<file path="src/rtl/fc_vec_builder_pkg.sv">
// Shared types and helpers for the FC vector builder and neighbouring layer boundaries.
//   fc_vec_state_t : builder FSM state (fill the buffer / hold a complete vector)
//   fc_in_w()      : width of a ReLU result entering a layer: 2*WIDTH + log2(IN)
//   fc_act_max()   : largest positive activation representable in a signed WIDTH-bit x[] element
package fc_vec_builder_pkg;

  typedef enum logic {
    StFill,
    StHold
  } fc_vec_state_t;

  function automatic int unsigned fc_in_w(input int unsigned width, input int unsigned n_in);
    return width * 2 + $clog2(n_in);
  endfunction

  function automatic int unsigned fc_act_max(input int unsigned width);
    return (32'd1 << (width - 1)) - 32'd1;
  endfunction

endpackage

</file>
<file path="src/rtl/fc_vec_builder_if.sv">
// Handshake bundle between a layer's ReLU outputs, the vector builder and the next layer.
//   in_valid / in_ready / in_data     : one ReLU result per handshake (producer -> builder)
//   out_valid / out_ready             : complete-vector handshake (builder -> next layer)
//   out_vec[0:N_OUT-1]                : requantized activations, element 0 = first accepted
//   out_sat                           : at least one element of the presented vector clipped
// Modports: slave = builder view, master = surrounding logic / testbench view.
interface fc_vec_builder_if
  import fc_vec_builder_pkg::*;
#(
  parameter int unsigned WIDTH = 8,
  parameter int unsigned N_OUT = 128,
  parameter int unsigned IN_W  = fc_in_w(WIDTH, N_OUT)
);

  logic             in_valid;
  logic             in_ready;
  logic [IN_W-1:0]  in_data;
  logic             out_valid;
  logic             out_ready;
  logic [WIDTH-1:0] out_vec [0:N_OUT-1];
  logic             out_sat;

  modport slave (
    input  in_valid,
    input  in_data,
    input  out_ready,
    output in_ready,
    output out_valid,
    output out_vec,
    output out_sat
  );

  modport master (
    output in_valid,
    output in_data,
    output out_ready,
    input  in_ready,
    input  out_valid,
    input  out_vec,
    input  out_sat
  );

endinterface

</file>
<file path="src/rtl/fc_vec_builder_requant.sv">
// Combinational requantizer from a wide ReLU result to a WIDTH-bit activation.
//   a_i   [IN_W-1:0]  : ReLU result, two's complement
//   q_o   [WIDTH-1:0] : activation in [0, 2**(WIDTH-1)-1]
//   sat_o             : result was clipped to the positive ceiling
// Negative inputs map to 0 without flagging saturation; positive inputs are shifted right
// (truncating) and clipped.
module fc_vec_builder_requant
  import fc_vec_builder_pkg::*;
#(
  parameter int unsigned WIDTH = 8,
  parameter int unsigned IN_W  = fc_in_w(WIDTH, 128),
  parameter int unsigned SHIFT = 7
) (
  input  logic [IN_W-1:0]  a_i,
  output logic [WIDTH-1:0] q_o,
  output logic             sat_o
);

  localparam logic [IN_W-1:0] ActMax = IN_W'(fc_act_max(WIDTH));

  logic [IN_W-1:0] shifted;

  always_comb begin
    shifted = a_i >> SHIFT;
    q_o     = '0;
    sat_o   = 1'b0;
    if (!a_i[IN_W-1]) begin
      if (shifted > ActMax) begin
        q_o   = ActMax[WIDTH-1:0];
        sat_o = 1'b1;
      end else begin
        q_o = shifted[WIDTH-1:0];
      end
    end
  end

endmodule

</file>
<file path="src/rtl/fc_vec_builder.sv">
// FC layer input-vector builder: collects N_OUT requantized ReLU results, one per handshake,
// into a flop buffer and presents them as the next layer's x[0:N_OUT-1] with valid/ready.
//   clk   : rising-edge clock
//   rst_n : synchronous active-low reset; discards any partial or held vector
//   bus   : fc_vec_builder_if.slave (in_valid/in_ready/in_data, out_valid/out_ready/
//           out_vec/out_sat)
// Build option FC_VEC_DBUF_EN: when defined, two banks ping-pong so filling continues while a
// vector is held; otherwise a single buffer and in_ready is low for the whole hold.
module fc_vec_builder
  import fc_vec_builder_pkg::*;
#(
  parameter int unsigned WIDTH = 8,
  parameter int unsigned N_OUT = 128,
  parameter int unsigned IN_W  = fc_in_w(WIDTH, N_OUT),
  parameter int unsigned SHIFT = 7
) (
  input logic             clk,
  input logic             rst_n,
  fc_vec_builder_if.slave bus
);

  localparam int unsigned    IdxW    = (N_OUT > 1) ? $clog2(N_OUT) : 1;
  localparam logic [IdxW-1:0] IdxLast = IdxW'(N_OUT - 1);
  localparam logic [IdxW-1:0] IdxOne  = IdxW'(1);

  fc_vec_state_t    state_q;
  logic [IdxW-1:0]  idx_q;
  logic [WIDTH-1:0] rq_val;
  logic             rq_sat;
  logic             in_ready;
  logic             out_valid;
  logic             accept;
  logic             last;

  fc_vec_builder_requant #(
    .WIDTH (WIDTH),
    .IN_W  (IN_W),
    .SHIFT (SHIFT)
  ) u_requant (
    .a_i   (bus.in_data),
    .q_o   (rq_val),
    .sat_o (rq_sat)
  );

  assign out_valid     = (state_q == StHold);
  assign accept        = bus.in_valid & in_ready;
  assign last          = (idx_q == IdxLast);
  assign bus.in_ready  = in_ready;
  assign bus.out_valid = out_valid;

`ifdef FC_VEC_DBUF_EN

  // fill_bank_q receives incoming elements; the other bank is the presented one.
  // pend_q: the fill bank is complete but the presented bank has not been taken yet.
  logic             fill_bank_q;
  logic             pend_q;
  logic [1:0]       sat_q;
  logic [WIDTH-1:0] vec_q [2][0:N_OUT-1];
  logic             pres_bank;

  assign pres_bank   = ~fill_bank_q;
  assign in_ready    = ~pend_q;
  assign bus.out_sat = out_valid & sat_q[pres_bank];

  always_comb begin
    for (int i = 0; i < N_OUT; i++) begin
      bus.out_vec[i] = vec_q[pres_bank][i];
    end
  end

  always_ff @(posedge clk) begin
    if (!rst_n) begin
      state_q     <= StFill;
      idx_q       <= '0;
      fill_bank_q <= 1'b0;
      pend_q      <= 1'b0;
      sat_q       <= '0;
      for (int b = 0; b < 2; b++) begin
        for (int i = 0; i < N_OUT; i++) begin
          vec_q[b][i] <= '0;
        end
      end
    end else begin
      if (accept) begin
        vec_q[fill_bank_q][idx_q] <= rq_val;
        sat_q[fill_bank_q]        <= sat_q[fill_bank_q] | rq_sat;
        idx_q                     <= last ? '0 : idx_q + IdxOne;
      end
      // Flipping fill_bank_q presents the just-completed bank and recycles the free one,
      // whose stale sat flag is cleared here as it starts filling.
      unique case (state_q)
        StFill: begin
          if (accept && last) begin
            state_q            <= StHold;
            fill_bank_q        <= pres_bank;
            sat_q[pres_bank]   <= 1'b0;
          end
        end
        StHold: begin
          if (pend_q) begin
            if (bus.out_ready) begin
              fill_bank_q      <= pres_bank;
              sat_q[pres_bank] <= 1'b0;
              pend_q           <= 1'b0;
            end
          end else if (accept && last) begin
            if (bus.out_ready) begin
              fill_bank_q      <= pres_bank;
              sat_q[pres_bank] <= 1'b0;
            end else begin
              pend_q <= 1'b1;
            end
          end else if (bus.out_ready) begin
            state_q <= StFill;
          end
        end
      endcase
    end
  end

`else

  logic             sat_q;
  logic [WIDTH-1:0] vec_q [0:N_OUT-1];

  assign in_ready    = (state_q == StFill);
  assign bus.out_sat = out_valid & sat_q;

  always_comb begin
    for (int i = 0; i < N_OUT; i++) begin
      bus.out_vec[i] = vec_q[i];
    end
  end

  always_ff @(posedge clk) begin
    if (!rst_n) begin
      state_q <= StFill;
      idx_q   <= '0;
      sat_q   <= 1'b0;
      for (int i = 0; i < N_OUT; i++) begin
        vec_q[i] <= '0;
      end
    end else begin
      unique case (state_q)
        StFill: begin
          if (accept) begin
            vec_q[idx_q] <= rq_val;
            sat_q        <= sat_q | rq_sat;
            if (last) begin
              idx_q   <= '0;
              state_q <= StHold;
            end else begin
              idx_q <= idx_q + IdxOne;
            end
          end
        end
        StHold: begin
          if (bus.out_ready) begin
            state_q <= StFill;
            sat_q   <= 1'b0;
          end
        end
      endcase
    end
  end

`endif

endmodule
</file>
<file path="src/flat_wrapper.sv">
// flat-port wrapper written by rule: the top's interface ports become plain ports
module fc_vec_builder_flat import fc_vec_builder_pkg::*;
#(
  parameter int unsigned WIDTH = 8,
  parameter int unsigned N_OUT = 128,
  parameter int unsigned IN_W  = fc_in_w(WIDTH, N_OUT),
  parameter int unsigned SHIFT = 7
)
  (clk, rst_n, bus_in_valid, bus_in_data, bus_out_ready, bus_in_ready, bus_out_valid, bus_out_vec, bus_out_sat);
  fc_vec_builder_if #(.WIDTH(WIDTH), .N_OUT(N_OUT), .IN_W(IN_W)) bus_i ();
  input logic clk;
  input logic rst_n;
  input wire logic [$bits(bus_i.in_valid)-1:0] bus_in_valid;
  input wire logic [$bits(bus_i.in_data)-1:0] bus_in_data;
  input wire logic [$bits(bus_i.out_ready)-1:0] bus_out_ready;
  output wire logic [$bits(bus_i.in_ready)-1:0] bus_in_ready;
  output wire logic [$bits(bus_i.out_valid)-1:0] bus_out_valid;
  output wire logic [$bits(bus_i.out_vec)-1:0] bus_out_vec;
  output wire logic [$bits(bus_i.out_sat)-1:0] bus_out_sat;
  assign bus_i.in_valid = bus_in_valid;
  assign bus_i.in_data = bus_in_data;
  assign bus_i.out_ready = bus_out_ready;
  assign bus_in_ready = bus_i.in_ready;
  assign bus_out_valid = bus_i.out_valid;
  assign bus_out_vec = {>>{bus_i.out_vec}};
  assign bus_out_sat = bus_i.out_sat;
  fc_vec_builder #(.WIDTH(WIDTH), .N_OUT(N_OUT), .IN_W(IN_W), .SHIFT(SHIFT)) u_core (.clk(clk), .rst_n(rst_n), .bus(bus_i));
endmodule
</file>
<file path="config.mk">
export PLATFORM = sky130hd
export DESIGN_NAME = fc_vec_builder_flat
export DESIGN_NICKNAME = d
export VERILOG_FILES = /design/src/rtl/fc_vec_builder_pkg.sv /design/src/rtl/fc_vec_builder_if.sv /design/src/rtl/fc_vec_builder_requant.sv /design/src/rtl/fc_vec_builder.sv /design/src/flat_wrapper.sv
export SDC_FILE = /design/constraint.sdc
export NUM_CORES = 1
export LEC_CHECK = 0
export BUFFER_PORTS_ARGS = -buffer_cell sky130_fd_sc_hd__buf_2
export CORE_AREA = 2 2 413 415
export CTS_BUF_LIST = sky130_fd_sc_hd__clkbuf_16
export CTS_CLUSTER_DIAMETER = 60
export DETAILED_ROUTE_END_ITERATION = 12
export DIE_AREA = 0 0 415 417
export GPL_ROUTABILITY_DRIVEN = 0
export HOLD_SLACK_MARGIN = 0.1
export PLACE_DENSITY = 0.44
export SYNTH_ARGS = -nofsm -noshare
export SYNTH_HDL_FRONTEND = slang
export SYNTH_SLANG_ARGS = --single-unit
</file>
<file path="constraint.sdc">
create_clock -name clk -period 2.2 [get_ports clk]
set_input_delay 0.22 -clock clk [delete_from_list [all_inputs] [get_ports clk]]
set_output_delay 0.22 -clock clk [all_outputs]
set_load 0.03 [all_outputs]
</file>
# Yosys cells after proc, flatten, opt, wreduce, memory -nomap -nowiden
# Memories as Yosys holds them, arrays and structs flattened.
# Cells that the tools add are included.
[classes]
eq_ne = 3
addsub = 1
n_lt_le_gt_ge = 1
muxes = 20
bitwise = 4
n_reduce_logical = 3
[op_table]
columns = ["cell", "n"]
rows = [
  ["$mux 8", 3],
  ["$gt 16x7->1 const B", 1],
  ["$mux 7", 2],
  ["$mux 1", 13],
  ["$reduce_or 8->1", 1],
  ["$add 7x1->7 const B", 1],
  ["$eq 7x7->1 const B", 1],
  ["$ne 2x2->1 const B", 2],
  ["$pmux 1 s2", 2],
  ["$reduce_and 2->1", 2],
  ["$and 1x1->1", 2],
  ["$not 1->1", 1],
  ["$or 1x1->1", 1],
]
[word_totals]
ramBits = 1024
output_inout_bits = 1027
memories = 1
word_cells = 36
ff_bits = 9
[mem_list]
columns = ["memory", "words", "width", "rd", "rd_clocked_by_memory_dff", "wr", "line", "text"]
rows = [
  ["u_core.vec_q", 128, 8, 128, 0, 128, "fc_vec_builder.sv:124", "logic [WIDTH-1:0] vec_q [0:N_OUT-1];"],
]

# Depth between registers and ports, before layout
# Gate-level depths: netlist (run 1).
[logic_depth]
depth_word = 8
mapped_depth = 7
ltp_nobuf = 4

# Modules after synthesis
# A second synthesis (run 1) with hierarchy kept.
[unflattened]
hier_cells = 2594
area_unflattened_um2 = 37450.9
[by_module_without_submodules]
columns = ["mod", "instances", "cells_each", "area_per_inst_um2", "seq_area_each_um2"]
rows = [
  ["fc_vec_builder", 1, 2574, 37335.8, 30929.7],
  ["fc_vec_builder_requant", 1, 20, 115.1, 0.0],
]

# Worst setup path after synthesis (run 1)
# Ideal clock, no wire load.
[synth_timing]
path_type = "reg-to-reg"
from = "register u_core.state_q (netlist: u_core.bus.out_valid)"
to = "memory u_core.vec_q[123][0] (enable)"
t_arrival_ns = 1.952
t_required_ns = 1.816
stages_incl_launch_ff = 6
setup_ns = 0.384
path_slack_ns = -0.136
cell_sequence = "dfxtp_1 > and4bb_2 > buf_2 > nand2_1 > clkbuf_1 > o21ai_0"
[synth_rtl]
columns = ["item", "line", "text"]
rows = [
  ["start: declaration", "fc_vec_builder.sv:26", "fc_vec_state_t state_q;"],
  ["start signal: assignment", "fc_vec_builder.sv:137", "state_q <= StFill;"],
  ["start signal: assignment", "fc_vec_builder.sv:151", "state_q <= StHold;"],
  ["start signal: assignment", "fc_vec_builder.sv:159", "state_q <= StFill;"],
  ["end: declaration", "fc_vec_builder.sv:124", ""],
]

==> impl_metrics.toml, run 1 <==
[synth]
synth_cells = 2458
yosysSeqAreaShare = 0.827
synthAdderAreaFrac = 0.000335
synth.ff_latch_count = 1033
synth_top_family_by_area = "simple AND/OR/NAND/NOR gates"
synth_mux_area_frac = 0.000268
syn_area_mm2 = 0.0374
synth_top_cell_by_area = "edfxtp_1"
synth_warnings = 0
synth-simple-area-share = 0.123
synthXorXnorAreaFrac = 0.000469
synth_top_cell_area_share = 0.823
synth_compound_area_frac = 0.0190
synthTopCellsByArea = "edfxtp_1 82%, nor2_1 9.1%, nand4_1 2.1%"
yosysUniqueCellTypes = 34
postSynthAreaPerCell_um2 = 15.2

[grt]
grt_max_degree = 88
grt_pass1_vias = 26100
grt_pass1_wl_mm = 223
overflow = 0
grt_usage = 0.186
antenna_found_initial = 9

[run]
maxCapViolCount = 0

[cells_and_area]
final_nets = 3995
layout_commonest_cell = "buf_2"
drive_above_1_share = 0.403
layout_common_cells = "1045 x buf_2, 1024 x edfxtp_1, 900 x nor2_1"
syn_to_final_growth_pct = 40.5
stdcell_count = 6280
fin_util = 0.312

[setup_path]
critPathLaunchType = "flip-flop"
crit_type = "flip-flop to flip-flop"
ff2ff_path_depth = 6
r2r_slack_ns = 0.08
crit_required_ns = 2.65
r2r-start = "u_core.idx_q[2]$_SDFFE_PN0P_"
arrival_ns = 2.57
crit_path_max_fanout = 9
r2r_end = "u_core.vec_q[70][6]$_SDFFCE_PN0P_"
worst_setup_path_end_kind = "flip-flop"

[floorplanning]
dieHeight_um = 417
initial_core_util = 0.222
io_pins = 1054
die_w_um = 415
rows = 151
coreArea_mm2 = 0.169
die_area_mm2 = 0.173

[timing]
drv_slew = 0
fin_ws_ns = 0.0791
fmax_mhz = 472
setup_viol = 0
fin_hold_ws_ns = 0.351
post-route-min-period_ns = 2.12
hold_viol_final = 0
max_slew_margin = 0.632
grt_setup_unrepaired = "no"
finalClockSkew_ns = 0.0199
fin_crit_sh = 0.964
worstMarginPinSlew_ns = 0.552

[power_and_ir_drop]
fin_total_pwr_mw = 46.3
p_leak_nw = 22.9
power_density_mw_per_mm2 = 882
peakVddDrop_mv = 0.592

[drt]
first_iter_violations = 2375
drt-total-wl_mm = 167
num_vias = 26800
dr.pass1.iters = 8
wl_per_cell_um = 26.5
vias_per_cell = 4.26
drc = 0
drt.antenna.violating_nets = 0

[hold_path]
min_to = "u_core.vec_q[65][4]$_SDFFCE_PN0P_"
hp-start = "bus_in_data[22]"
worstHoldPathCells = 5
hp-class = "primary input to flip-flop"

[clock_tree]
cts_buffers = 114
insertion_delay_ns = 0.74
clock_path_buffers = 3
cts_tree = "done"
path_clk_slew_ns = 0.06
cts.htree.levels = 3
clock-sinks = 1033
clock-root-buffer = "clkbuf_16"

[place]
dpl_worst_slack_ns = -0.196
port_buffers = 1046
hpwl_mm = 121
place_inst = 6049

[status]
status = "completed"
## critical path, stage by stage, from the launching register on
cell,delay [ns]
dfxtp_1,0.45
and4b_4,0.33
nand2_2,0.13
buf_12,0.17
buf_4,0.24
o21ai_0,0.24
buf_4,0.24
## registers in the layout, summed over array words and instances, names as in the netlist
name	cells
u_core.idx_q	7
u_core.vec_q	1024
u_core.sat_q	1
u_core.bus.out_valid	1
## per-layer routing
| metal | up-vias | track usage | share of wire |
|---|---|---|---|
| li1 | 11700 | - | - |
| met1 | 13600 | 0.225 | 0.38 |
| met2 | 1218 | 0.324 | 0.51 |
| met3 | 241 | 0.0437 | 0.074 |
| met4 | 0 | 0.0670 | 0.037 |
| met5 | - | 0 | 0 |
## final cells by class
| class | instances | area (µm²) |
|---|---|---|
| well taps | 2218 | 2780 |
| fillers | 17100 | 116000 |
| clock buffers | 116 | 2900 |
| repair buffers | 1450 | 9170 |
| multi-input cells | 1363 | 5960 |
| inverters | 5 | 18.8 |
| clock inverters | 91 | 763 |
| diodes | 4 | 10.0 |
| flip-flops and latches | 1033 | 30900 |
## cell families after synthesis
logic type | count (synthesis)
muxes | 1
and+or+nand+nor | 1091
buffers and inverters | 189
xor gates and xnor gates | 2
DFF | 1033
other | 1
adders and majority gates | 1
AOI/OAI and AO/OA | 140
## Yosys cell counts (all sizes together)
cell,number
conb,1
and3b,1
buf,124
edfxtp,1024
dfxtp,9
nand3,5
clkbuf,60
nor3,8
ha,1
or3,4
o22ai,1
nand4,129
nand2,22
nand4b,2
a21oi,3
or4,2
and4b,1
nor2,902
inv,5
nand3b,1
nor3b,2
nor2b,7
and2,4
a21boi,2
o21ai,133
and4bb,1
mux2i,1
xnor2,2
o211ai,1
## what timing repair did
item                       CTS  global route
pin swaps                    1             6
setup endpoints to repair   23           190
buffers inserted             1             6
hold buffers                13             0
resized for setup            2             7
hold endpoints to repair   276             0
gates cloned                 0             0
## worst max-delay path by stage
stage / startpoint / cells after the start / end / slack (ns)
2_1_floorplan: u_core.bus.out_valid$_SDFF_PN0_ / 5 / u_core.vec_q[123][0]$_SDFFCE_PN0P_ / -0.14
3_3_place_gp: u_core.idx_q[0]$_SDFFE_PN0P_ / 4 / u_core.vec_q[56][3]$_SDFFCE_PN0P_ / -0.18
3_5_place_dp: u_core.idx_q[0]$_SDFFE_PN0P_ / 4 / u_core.vec_q[56][6]$_SDFFCE_PN0P_ / -0.20
4_1_cts: u_core.idx_q[6]$_SDFFE_PN0P_ / 4 / u_core.vec_q[106][1]$_SDFFCE_PN0P_ / 0.03
5_1_grt: u_core.idx_q[2]$_SDFFE_PN0P_ / 6 / u_core.vec_q[70][6]$_SDFFCE_PN0P_ / 0.003
6_report: u_core.idx_q[2]$_SDFFE_PN0P_ / 6 / u_core.vec_q[70][6]$_SDFFCE_PN0P_ / 0.08
## per-stage QoR
stage          setup TNS (ns)  cell area [µm²]
4_1_cts                     0            52500
3_5_place_dp           -30.84            48600
3_3_place_gp           -40.42            48600
5_1_grt                     0            52500
6_report                    0            52500
2_1_floorplan          -11.15            37900
## report_power, final
| group | switching (mW) | total, mW | internal, mW | leakage [nW] |
|---|---|---|---|---|
| Combinational | 3.58 | 4.53 | 0.948 | 11.0 |
| Sequential | 0.312 | 22.9 | 22.6 | 10.1 |
| Clock | 8.27 | 18.9 | 10.6 | 1.84 |
| Total | 12.2 | 46.3 | 34.2 | 22.9 |
No activity file was read; power rests on OpenSTA's default activity.
==> run 2, diff against run 1 <==
--- a/config.mk
+++ b/config.mk
@@ -16,4 +16,5 @@
 export PLACE_DENSITY = 0.44
 export SYNTH_ARGS = -nofsm -noshare
 export SYNTH_HDL_FRONTEND = slang
+export SYNTH_HIERARCHICAL = 1
 export SYNTH_SLANG_ARGS = --single-unit
==> run 2 against run 1 <==
  * Clock power is 9.5% higher
  * Largest power group unchanged
  * Register-to-register slack barely moved
  * Sequential power hardly changed
  * Hold slack better by 0.073 ns
  * Maximum frequency is 0.61% lower
  * Synthesized area rose by 0.18%
  * Power up 3.3%
  * Largest cell class unchanged
  * Core utilization up 0.84 points
  * Critical endpoint is now u_core/vec_q[76][1]$_SDFFCE_PN0P_
  * Wire length is 4.4% higher
  * Final area up 2.7%
  * Sequential share of layout area decreased by 1.6 points
==> impl_metrics.toml, run 2 <==
[setup_path]
arrival_ns = 2.59
crit_required_ns = 2.66
r2r_slack_ns = 0.07
crit_path_max_fanout = 11
critPathLaunchType = "flip-flop"
worst_setup_path_end_kind = "flip-flop"
r2r-start = "u_core/idx_q[3]$_SDFFE_PN0P_"
crit_type = "flip-flop to flip-flop"
r2r_end = "u_core/vec_q[76][1]$_SDFFCE_PN0P_"
ff2ff_path_depth = 5

[synth]
yosysUniqueCellTypes = 39
synthArstFlopShare = 0
syn_area_mm2 = 0.0375
synth_ff_type = "edfxtp_1"
synth_warnings = 6
synthTopCellsByArea = "edfxtp_1 82%, nor2_1 10%, o21ai_0 1.7%"
synth_top_cell_by_area = "edfxtp_1"
yosysSeqAreaShare = 0.826
yosysMostFrequentCell = "nor2_1"
postSynthAreaPerCell_um2 = 14.4
synth_cells = 2594
synth_edf_count = 1024
synth.ff_latch_count = 1033
synth_top_cell_area_share = 0.821
netlist_top_cells_count = "1028 x nor2_1, 1024 x edfxtp_1, 129 x o21ai_0"
syn_nets = 2622

[drt]
dr_wl_met3_mm = 12.6
wl_per_cell_um = 27.3
highest_layer = "met4"
first_iter_violations = 2728
drt-total-wl_mm = 174
met2_length_mm = 88.2
wl_met1_mm = 67.0
dr.pass1.iters = 5
drc = 0
drt.antenna.violating_nets = 0
vias_per_cell = 4.29
num_vias = 27400

[timing]
drv_slew = 0
max_slew_margin = 0.555
post-route-min-period_ns = 2.13
finalClockSkew_ns = 0.0336
fin_ws_ns = 0.0660
fin_crit_sh = 0.970
fmax_mhz = 469
setup_viol = 0
hold_viol_final = 0
grt_setup_unrepaired = "yes"
worstMarginPinSlew_ns = 0.666

[hold_path]
hp-start = "bus_in_data[7]"
worstHoldPathCells = 7
hp-class = "primary input to flip-flop"
min_to = "u_core/vec_q[50][0]$_SDFFCE_PN0P_"

[floorplanning]
dieHeight_um = 417
coreArea_mm2 = 0.169
die_area_mm2 = 0.173
die_w_um = 415
io_pins = 1054
initial_core_util = 0.222
rows = 151

[power_and_ir_drop]
fin_total_pwr_mw = 47.8
power_density_mw_per_mm2 = 887
p_leak_nw = 20.3
peakVddDrop_mv = 0.624

[cells_and_area]
layout_commonest_cell = "buf_2"
regMostFlops = "u_core/vec_q"
largest_reg_flops = 1024
drive_above_1_share = 0.417
top_regs = "u_core/vec_q (1024), u_core/idx_q (7)"
syn_to_final_growth_pct = 44.1
layout_common_cells = "1045 x buf_2, 1028 x nor2_1, 1024 x edfxtp_1"
final_nets = 4080

[place]
hpwl_mm = 133
dpl_worst_slack_ns = -0.0207
port_buffers = 1046

[grt]
grt_max_degree = 73
overflow = 0
grt_pass1_wl_mm = 232
grt_usage = 0.194
antenna_found_initial = 11
grt_pass1_vias = 26700

[clock_tree]
clock_path_buffers = 3
clock-sinks = 1033
path_clk_slew_ns = 0.06
cts_buffers = 119
cts_tree = "done"
insertion_delay_ns = 0.76
cts.htree.levels = 3
clock-root-buffer = "clkbuf_16"

[status]
status = "completed"

[run]
maxCapViolCount = 0
-- run 2: cell count changes after synthesis, moves of 6 or more --
cell / change
clkbuf_1: -12
a31oi_1: +8
nor3_2: -7
buf_4: -91
nor2_1: +126
nand3_1: +90
buf_2: +78
buf_1: +25
nand2_2: +6
nand3_2: +6
nand2_1: +29
nand4_1: -124
and3_1: +8
-- run 2: how the worst max path moves through the flow --
stage                                          from  slack, ns  depth (start not counted)                           endpoint
floorplan           u_core/bus.out_valid$_SDFF_PN0_      -0.04                          5  u_core/vec_q[59][0]$_SDFFCE_PN0P_
global placement       u_core/idx_q[3]$_SDFFE_PN0P_      -0.05                          5  u_core/vec_q[76][4]$_SDFFCE_PN0P_
detailed placement     u_core/idx_q[3]$_SDFFE_PN0P_      -0.02                          5  u_core/vec_q[76][4]$_SDFFCE_PN0P_
CTS                    u_core/idx_q[5]$_SDFFE_PN0P_     0.0005                          4  u_core/vec_q[36][6]$_SDFFCE_PN0P_
global route           u_core/idx_q[3]$_SDFFE_PN0P_      -0.04                          5  u_core/vec_q[76][4]$_SDFFCE_PN0P_
finish                 u_core/idx_q[3]$_SDFFE_PN0P_       0.07                          5  u_core/vec_q[76][1]$_SDFFCE_PN0P_
-- run 2: cell type report --
cell class / instances / area (µm²)
Clock buffer: 121 / 3030
Clock inverter: 94 / 1050
Sequential cell: 1033 / 30900
Fill cell: 17100 / 115000
Antenna cell: 5 / 12.5
Multi-Input combinational cell: 1371 / 5940
Inverter: 10 / 37.5
Timing Repair Buffer: 1517 / 10200
Tap cell: 2218 / 2780
-- run 2: cells by family (layout without fill, tap and decap cells) --
kind of cell,after synthesis,count (layout),synth area share
AO/OA/AOI/OAI,149,149,0.0208
XOR/XNOR,1,1,0.000234
adder cells (fa/ha/maj),1,1,0.000334
buffers and inverters,190,1742,0.0227
flip-flops,1033,1033,0.826
multiplexers,1,1,0.000267
other,1,6,0.000100
AND/OR/NAND/NOR,1218,1218,0.130
-- run 2: per-layer routing --
layer  GRT usage  vias up
met5           0        -
met4      0.0672        0
met3      0.0470      230
met2       0.337     1202
met1       0.235    13900
li1            -    12000
-- run 2: worst max-delay path, stage by stage, from the launching register on --
cell,delay [ns]
dfxtp_1,0.48
nor2b_4,0.32
buf_12,0.19
nand2_1,0.23
o21ai_1,0.35
buf_4,0.22
-- run 2: per-stage QoR --
stage          instances  hold WS (ns)  TNS (ns)  utilization  area (µm²)
2_1_floorplan       2594         0.385     -4.58            -       37500
3_3_place_gp        6142         0.481    -0.333        0.295       49800
3_5_place_dp        6142         0.475    -0.337        0.295       49800
4_1_cts             6362         0.347         0        0.320       53900
5_1_grt             6366         0.392    -0.407        0.320       53900
6_report            6369         0.424         0        0.320       54000
-- run 2: power breakdown --
part	switching, mW	internal (mW)	leakage [nW]
registers	0.315	22.4	10.2
logic	3.41	1.02	8.12
clock network	8.52	12.2	2.01
total	12.3	35.6	20.3
-- run 2: timing repair --
action,CTS,global route
hold buffers,5,0
endpoints found under the setup margin,22,39
endpoints found under the hold margin,9,0
gates resized for setup,3,3
buffers inserted,0,2
pin swaps,0,0
